[src/rtl/dma_param_fifo.sv]
// dma_param_fifo: parametrised DMAC data FIFO with level flags, occupancy and sticky errors; define DMA_FIFO_FWFT_EN for first-word-fall-through reads
module dma_param_fifo #(
  parameter int DATA_W   = 16,
  parameter int ADDR_W   = 3,
  parameter int AF_LEVEL = 6,
  parameter int AE_LEVEL = 2
) (
  input  logic              clk,
  input  logic              rst,
  input  logic              wr_en,
  input  logic [DATA_W-1:0] wr_data,
  input  logic              rd_en,
  output logic [DATA_W-1:0] rd_data,
  output logic              rd_valid,
  output logic              full,
  output logic              empty,
  output logic              almost_full,
  output logic              almost_empty,
  output logic [ADDR_W:0]   count,
  output logic              overflow,
  output logic              underflow,
  input  logic              clr_err
);
  localparam logic [ADDR_W:0] DEPTH = {1'b1, {ADDR_W{1'b0}}};
  localparam logic [ADDR_W:0] AF    = (ADDR_W+1)'(AF_LEVEL);
  localparam logic [ADDR_W:0] AE    = (ADDR_W+1)'(AE_LEVEL);
  localparam logic [ADDR_W:0] ONE   = (ADDR_W+1)'(1);
  logic [DATA_W-1:0] mem_q [2**ADDR_W];
  logic [ADDR_W-1:0] wr_ptr_q, rd_ptr_q;
  logic [ADDR_W:0]   count_q, count_d;
  logic              overflow_q, overflow_d, underflow_q, underflow_d;
  logic              wr_acc, rd_acc;
  assign full         = count_q == DEPTH;
  assign empty        = count_q == '0;
  assign almost_full  = count_q >= AF;
  assign almost_empty = count_q <= AE;
  assign count        = count_q;
  assign overflow     = overflow_q;
  assign underflow    = underflow_q;
  assign wr_acc       = wr_en && !full;
  assign rd_acc       = rd_en && !empty;
  always_comb begin
    count_d     = wr_acc && !rd_acc ? count_q + ONE : rd_acc && !wr_acc ? count_q - ONE : count_q;
    overflow_d  = (wr_en && full) || (overflow_q && !clr_err);
    underflow_d = (rd_en && empty) || (underflow_q && !clr_err);
  end
  always_ff @(posedge clk or posedge rst)
    if (rst) begin
      wr_ptr_q    <= '0;
      rd_ptr_q    <= '0;
      count_q     <= '0;
      overflow_q  <= 1'b0;
      underflow_q <= 1'b0;
    end else begin
      if (wr_acc) wr_ptr_q <= wr_ptr_q + ADDR_W'(1);
      if (rd_acc) rd_ptr_q <= rd_ptr_q + ADDR_W'(1);
      count_q     <= count_d;
      overflow_q  <= overflow_d;
      underflow_q <= underflow_d;
    end
  always_ff @(posedge clk)
    if (wr_acc) mem_q[wr_ptr_q] <= wr_data;
`ifdef DMA_FIFO_FWFT_EN
  assign rd_data  = mem_q[rd_ptr_q];
  assign rd_valid = !empty;
`else
  logic [DATA_W-1:0] rd_data_q;
  logic              rd_valid_q;
  always_ff @(posedge clk or posedge rst)
    if (rst) begin
      rd_data_q  <= '0;
      rd_valid_q <= 1'b0;
    end else begin
      if (rd_acc) rd_data_q <= mem_q[rd_ptr_q];
      rd_valid_q <= rd_acc;
    end
  assign rd_data  = rd_data_q;
  assign rd_valid = rd_valid_q;
`endif
endmodule

[config.mk]
export PLATFORM = sky130hd
export DESIGN_NAME = dma_param_fifo
export DESIGN_NICKNAME = d
export VERILOG_FILES = /design/src/rtl/dma_param_fifo.sv
export SDC_FILE = /design/constraint.sdc
export NUM_CORES = 1
export LEC_CHECK = 0
export ABC_AREA = 1
export CORE_ASPECT_RATIO = 1.25
export CORE_MARGIN = 2
export CORE_UTILIZATION = 45
export DETAILED_ROUTE_END_ITERATION = 8
export SYNTH_ARGS = -nofsm -noshare
export SYNTH_HDL_FRONTEND = slang
export SYNTH_SLANG_ARGS = --single-unit
export TNS_END_PERCENT = 20
[constraint.sdc]
create_clock -name clk -period 3.3 [get_ports clk]
set_input_delay 0.66 -clock clk [delete_from_list [all_inputs] [get_ports clk]]
set_output_delay 0.66 -clock clk [all_outputs]
set_load 0.1 [all_outputs]
After elaboration in Yosys (flattened, before gate mapping)
Memory sizes are Yosys's and may differ from the RTL's. A register that Yosys moved wholly into a read port is not among the register bits. Cells that the tools add are included. W data, S select, Z words.

Add/subtract/negate cells: 4. Multipliers: 0. Div/mod/pow operators: 0. Order comparisons: 2. Equality and inequality tests: 1. Shifts and indexed selects: 0. Multiplexer cells: 4. Bitwise operators: 0. Reduce and logical (&&, ||, !) cells: 17.

Operator list (number): $logic_and A1 B1 Y1 (8); $mux W4 (2); $add A3 B1 Y3 const B (2); $logic_not A1 Y1 (5); $add A4 B1 Y4 const B (1); $eq A4 B4 Y1 const B (1); $ge A4 B3 Y1 const B (1); $le A4 B2 Y1 const B (1); $logic_not A4 Y1 (1); $sub A4 B1 Y4 const B (1); $logic_or A1 B1 Y1 (2); $mux W1 (2); $reduce_bool A2 Y1 (1).

Register bits: 13. Bits in latches: 0. Memory bits (writable): 128. ROM bits: 0. Input port bits: 21. Logic and storage cells: 35. Memories: 1.

Memories: mem_q (depth 8, bits a word 16, read ports 1, clocked after memory_dff 1, wr ports 1, line 28) `logic [DATA_W-1:0] mem_q [2**ADDR_W];`.

Depth between registers and ports, before layout
Depth in word-level cells: 7. Gate-level depth with buffers: 14. Mapped depth without buffers: 14.

Least setup slack after synthesis
Ideal clock, no wire load.

Path type: reg-to-output. Start: register count_q[1], in the netlist count[1]. End: output port almost_full. Arrival: 2.411 ns. Data required time: 2.640 ns. Slack: 0.229 ns. Stages on the path, launching flop included: 3. Cell sequence: dfrtp_1 -> nor2_1 -> nor2_1.

Cells in the longest elaborated chain, start to end: 1.

RTL lines: start: declaration (line 30) `logic [ADDR_W:0] count_q, count_d;`; start signal: assignment (line 57) `count_q <= count_d;`; $ge A4 B3 Y1 (line 35) `assign almost_full = count_q >= AF;`; end: declaration (line 17) `output logic almost_full,`.

Every way passes these cells.

Worst setup path in the final report
Start: register count_q[0], in the netlist count[0]. End: register count_q[3], in the netlist count[3].

Cells in the longest elaborated chain, start to end: 6. Elaborated cells between the ends (all ways): 15. Classes of those cells: add/sub: 2; eq/ne: 1; mux: 2; reduce/logical: 10.

RTL lines: parallel branches: the longest is 6 deep, another holds $sub A4 B1 Y4.

Parallel ways; which one is timed is not known. The select of a mux whose other input is x is not followed. A chain may end at the register's enable or synchronous reset.

==> impl_metrics.toml <==
[die]
die_area_um2 = 15900
ioPinCount = 48
dieHeight_um = 141
rows = 49
coreArea_um2 = 14500
die_w_um = 113
start_util_pct = 46.4

[yosys]
synth_top_area_cell = "edfxtp_1"
postSynthNetCount = 678
synth.top_cells.by_count = "nand2_1 (221), edfxtp_1 (128), inv_1 (111)"
synthFlopType = "edfxtp_1"
yosys_warnings = 0
ys_seq_area_share_pct = 68.0
ys_seq_elements = 157
synth-edff-count = 128
avgSynthCellArea_um2 = 10.3
synth.area.top_cells = "edfxtp_1 (57%), nand2_1 (12%), dfrtp_1 (11%), nand3_1 (7.4%), inv_1 (6.2%)"
synth.most_common_cell = "nand2_1"
syn_inst = 651
yosysTopAreaCellShare_pct = 57.2
yosysUniqueCellTypes = 23
netlist_area_um2 = 6720
synthArstFlopShare_pct = 18.5

[clocking]
post_cts_buffers = 0
clock_tree.buffer_depth = 2
h-tree-depth = 4
clkLatencyLatePin_ns = 0.41
cts.sink_count = 157
cts-root-buf = "clkbuf_16"
cts_made_buffers = 17
ctsResizeCount = 0
cts_tree = "done"
ctsHoldBuffers = 0
clk_pin_slew_ns = 0.06

[power_and_ir_drop]
power_frac_seq_pct = 34.8
p_sw_mw = 3.53
p_leak_nw = 3.54
power.internal_mw = 4.40
sw_frac_of_total_pct = 44.5
power_density_nw_per_um2 = 1010
clock_power_share_pct = 21.6
ir_worst_vdd_mv = 0.459
total_power_mw = 7.93
p_comb_share_pct = 43.6

[sta]
tns_ns = 0
layout_min_cycle_time_ns = 2.25
slew_headroom_pct = 51.4
whs_ns = 0.481
hold_viol = 0
rsz0062_at_grt = "false"
finalClockSkew_ns = 0.00735
worst_slew_pin_slew_ns = 0.729
finalCritPeriodShare_pct = 68.2
fmax_ghz = 0.444
finalSetupViolCount = 0
drv_slew = 0

[final_layout]
regArea_um2 = 4570
fin_area_um2 = 7860
n_fill_cell = 1261
finalNetCount = 736
multi_input_comb_area_um2 = 1580
diodes = 0
stdcell_count = 900
drive_gt1_share_pct = 11.1
syn_to_final_growth_pct = 17.0

[route]
viasPerCell = 4.92
drc_errors = 5
wl_per_cell_um = 15.5
routed_wl_um = 14000
final_antenna_net_count = 0
firstDrtPassIters = 7
drtIter0Drc = 233
vias = 4425

[run_status]
violations = "design-rule violations"
outcome = "finished, violations left"

[critical_path]
cp.arrival_ns = 2.56
worstPathMaxFanout = 19
start_kind = "flop"
required_ns = 3.61
path_class = "flop to flop"
end_kind = "flop"

[grt]
grt_pass1_vias = 4221
antenna_found_initial = 0
track_usage_pct = 18.4
grt_max_degree = 66
grt-ovfl-total = 0
grt_pass1_wl_um = 21800

[placement]
place_area_um2 = 7340
dp_cells = 868
globalplace.congestion = 0.763
dp_hpwl_um = 8120
portBuffers = 47

[worst_hold_path]
hp-class = "flop to flop"

[job]
cap_violations = 0
[per-layer routing]
layer / GRT usage, % / share of wire (%) / vias up
li1: - / - / 2191
met3: 3.74 / 4.6 / 18
met4: 7.57 / 1.9 / 0
met1: 22.9 / 43 / 2119
met2: 31.5 / 50 / 97
met5: 0 / 0 / -
[power groups by stage]
stage	logic, mW	clock network, mW	registers [mW]
3_3_place_gp	3.42	0	2.79
3_5_place_dp	3.48	0	2.80
6_report	3.46	1.71	2.76
5_1_grt	3.75	1.81	2.80
4_1_cts	3.49	1.74	2.76
2_1_floorplan	1.69	0	3.72
[sequential cells by signal, indices dropped and copies added, names as in the netlist]
name	count
wr_ptr_q	3
overflow	1
rd_valid	1
underflow	1
rd_data	16
count	4
rd_ptr_q	3
mem_q	128
[worst max-delay path: stages (launching register included)]
cell and delay [ns]:
dfrtp_1 0.47, nor2_2 0.19, nand2_2 0.09, nand2_4 0.23, ha_1 0.24, inv_1 0.09
ha_1 0.30, or2_2 0.30, nand3_1 0.09, nand2_1 0.05, nand2_1 0.05, nand2_1 0.04
[cells by family after synthesis]
group	count (synthesis)	share of synthesized area, %
adder cells (fa/ha/maj)	6	1.23
XOR/XNOR	5	0.764
buffers and inverters	140	8.46
AO/OA/AOI/OAI	5	0.373
AND/OR/NAND/NOR	338	21.1
flip-flops	157	68.0
[cell type report]
class / instances / share of cell area [%]
inverters: 113 / 5.40
flip-flops and latches: 157 / 58.2
clock inverters: 7 / 0.541
clock buffers: 25 / 6.05
repair buffers: 66 / 6.94
multi-input cells: 354 / 20.1
well taps: 178 / 2.83
[metrics by stage]
step	util, %	setup WS [ns]
after CTS	54.3	1.03
final	54.3	1.05
after global routing	54.3	0.854
after floorplan	-	0.229
after global placement	50.7	0.668
after detailed placement	50.7	0.618
[cells in the final DEF, fill, tap and decap left out]
cell type	synthesis	layout
xor2_1	2	2
xnor2_1	2	2
edfxtp_1	128	128
clkbuf_8	0	2
clkinv_2	0	3
buf_4	3	46
nand2_2	1	1
ha_1	5	5
nand2_1	221	221
clkinv_1	1	3
dfrtp_2	0	1
nor2_2	2	2
clkbuf_16	0	17
or2_1	1	1
xor2_2	1	1
inv_2	1	1
clkbuf_1	4	6
clkdlybuf4s50_1	0	20
nand2_4	2	2
inv_1	111	110
clkinvlp_4	0	2
inv_6	0	1
or2_2	1	1
dfrtp_1	29	28
fa_1	1	1
o21ai_0	5	5
nor2_1	11	11
nand3_1	99	99
[worst paths after layout]
path                       startpoint    endpoint  slack, ns  depth (start not counted)
setup reg to reg             count[0]    count[3]       1.05                         11
hold reg to reg            rd_data[3]  rd_data[3]       0.48                          2
hold / removal             rd_data[3]  rd_data[3]       0.48                          2
min in group asynchronous         rst  rd_data[8]       0.67                          2
setup / recovery             count[0]    count[3]       1.05                         11
max in group asynchronous         rst  rd_data[7]       2.03                          3
Note: power is estimated with default switching activity, not from simulation.
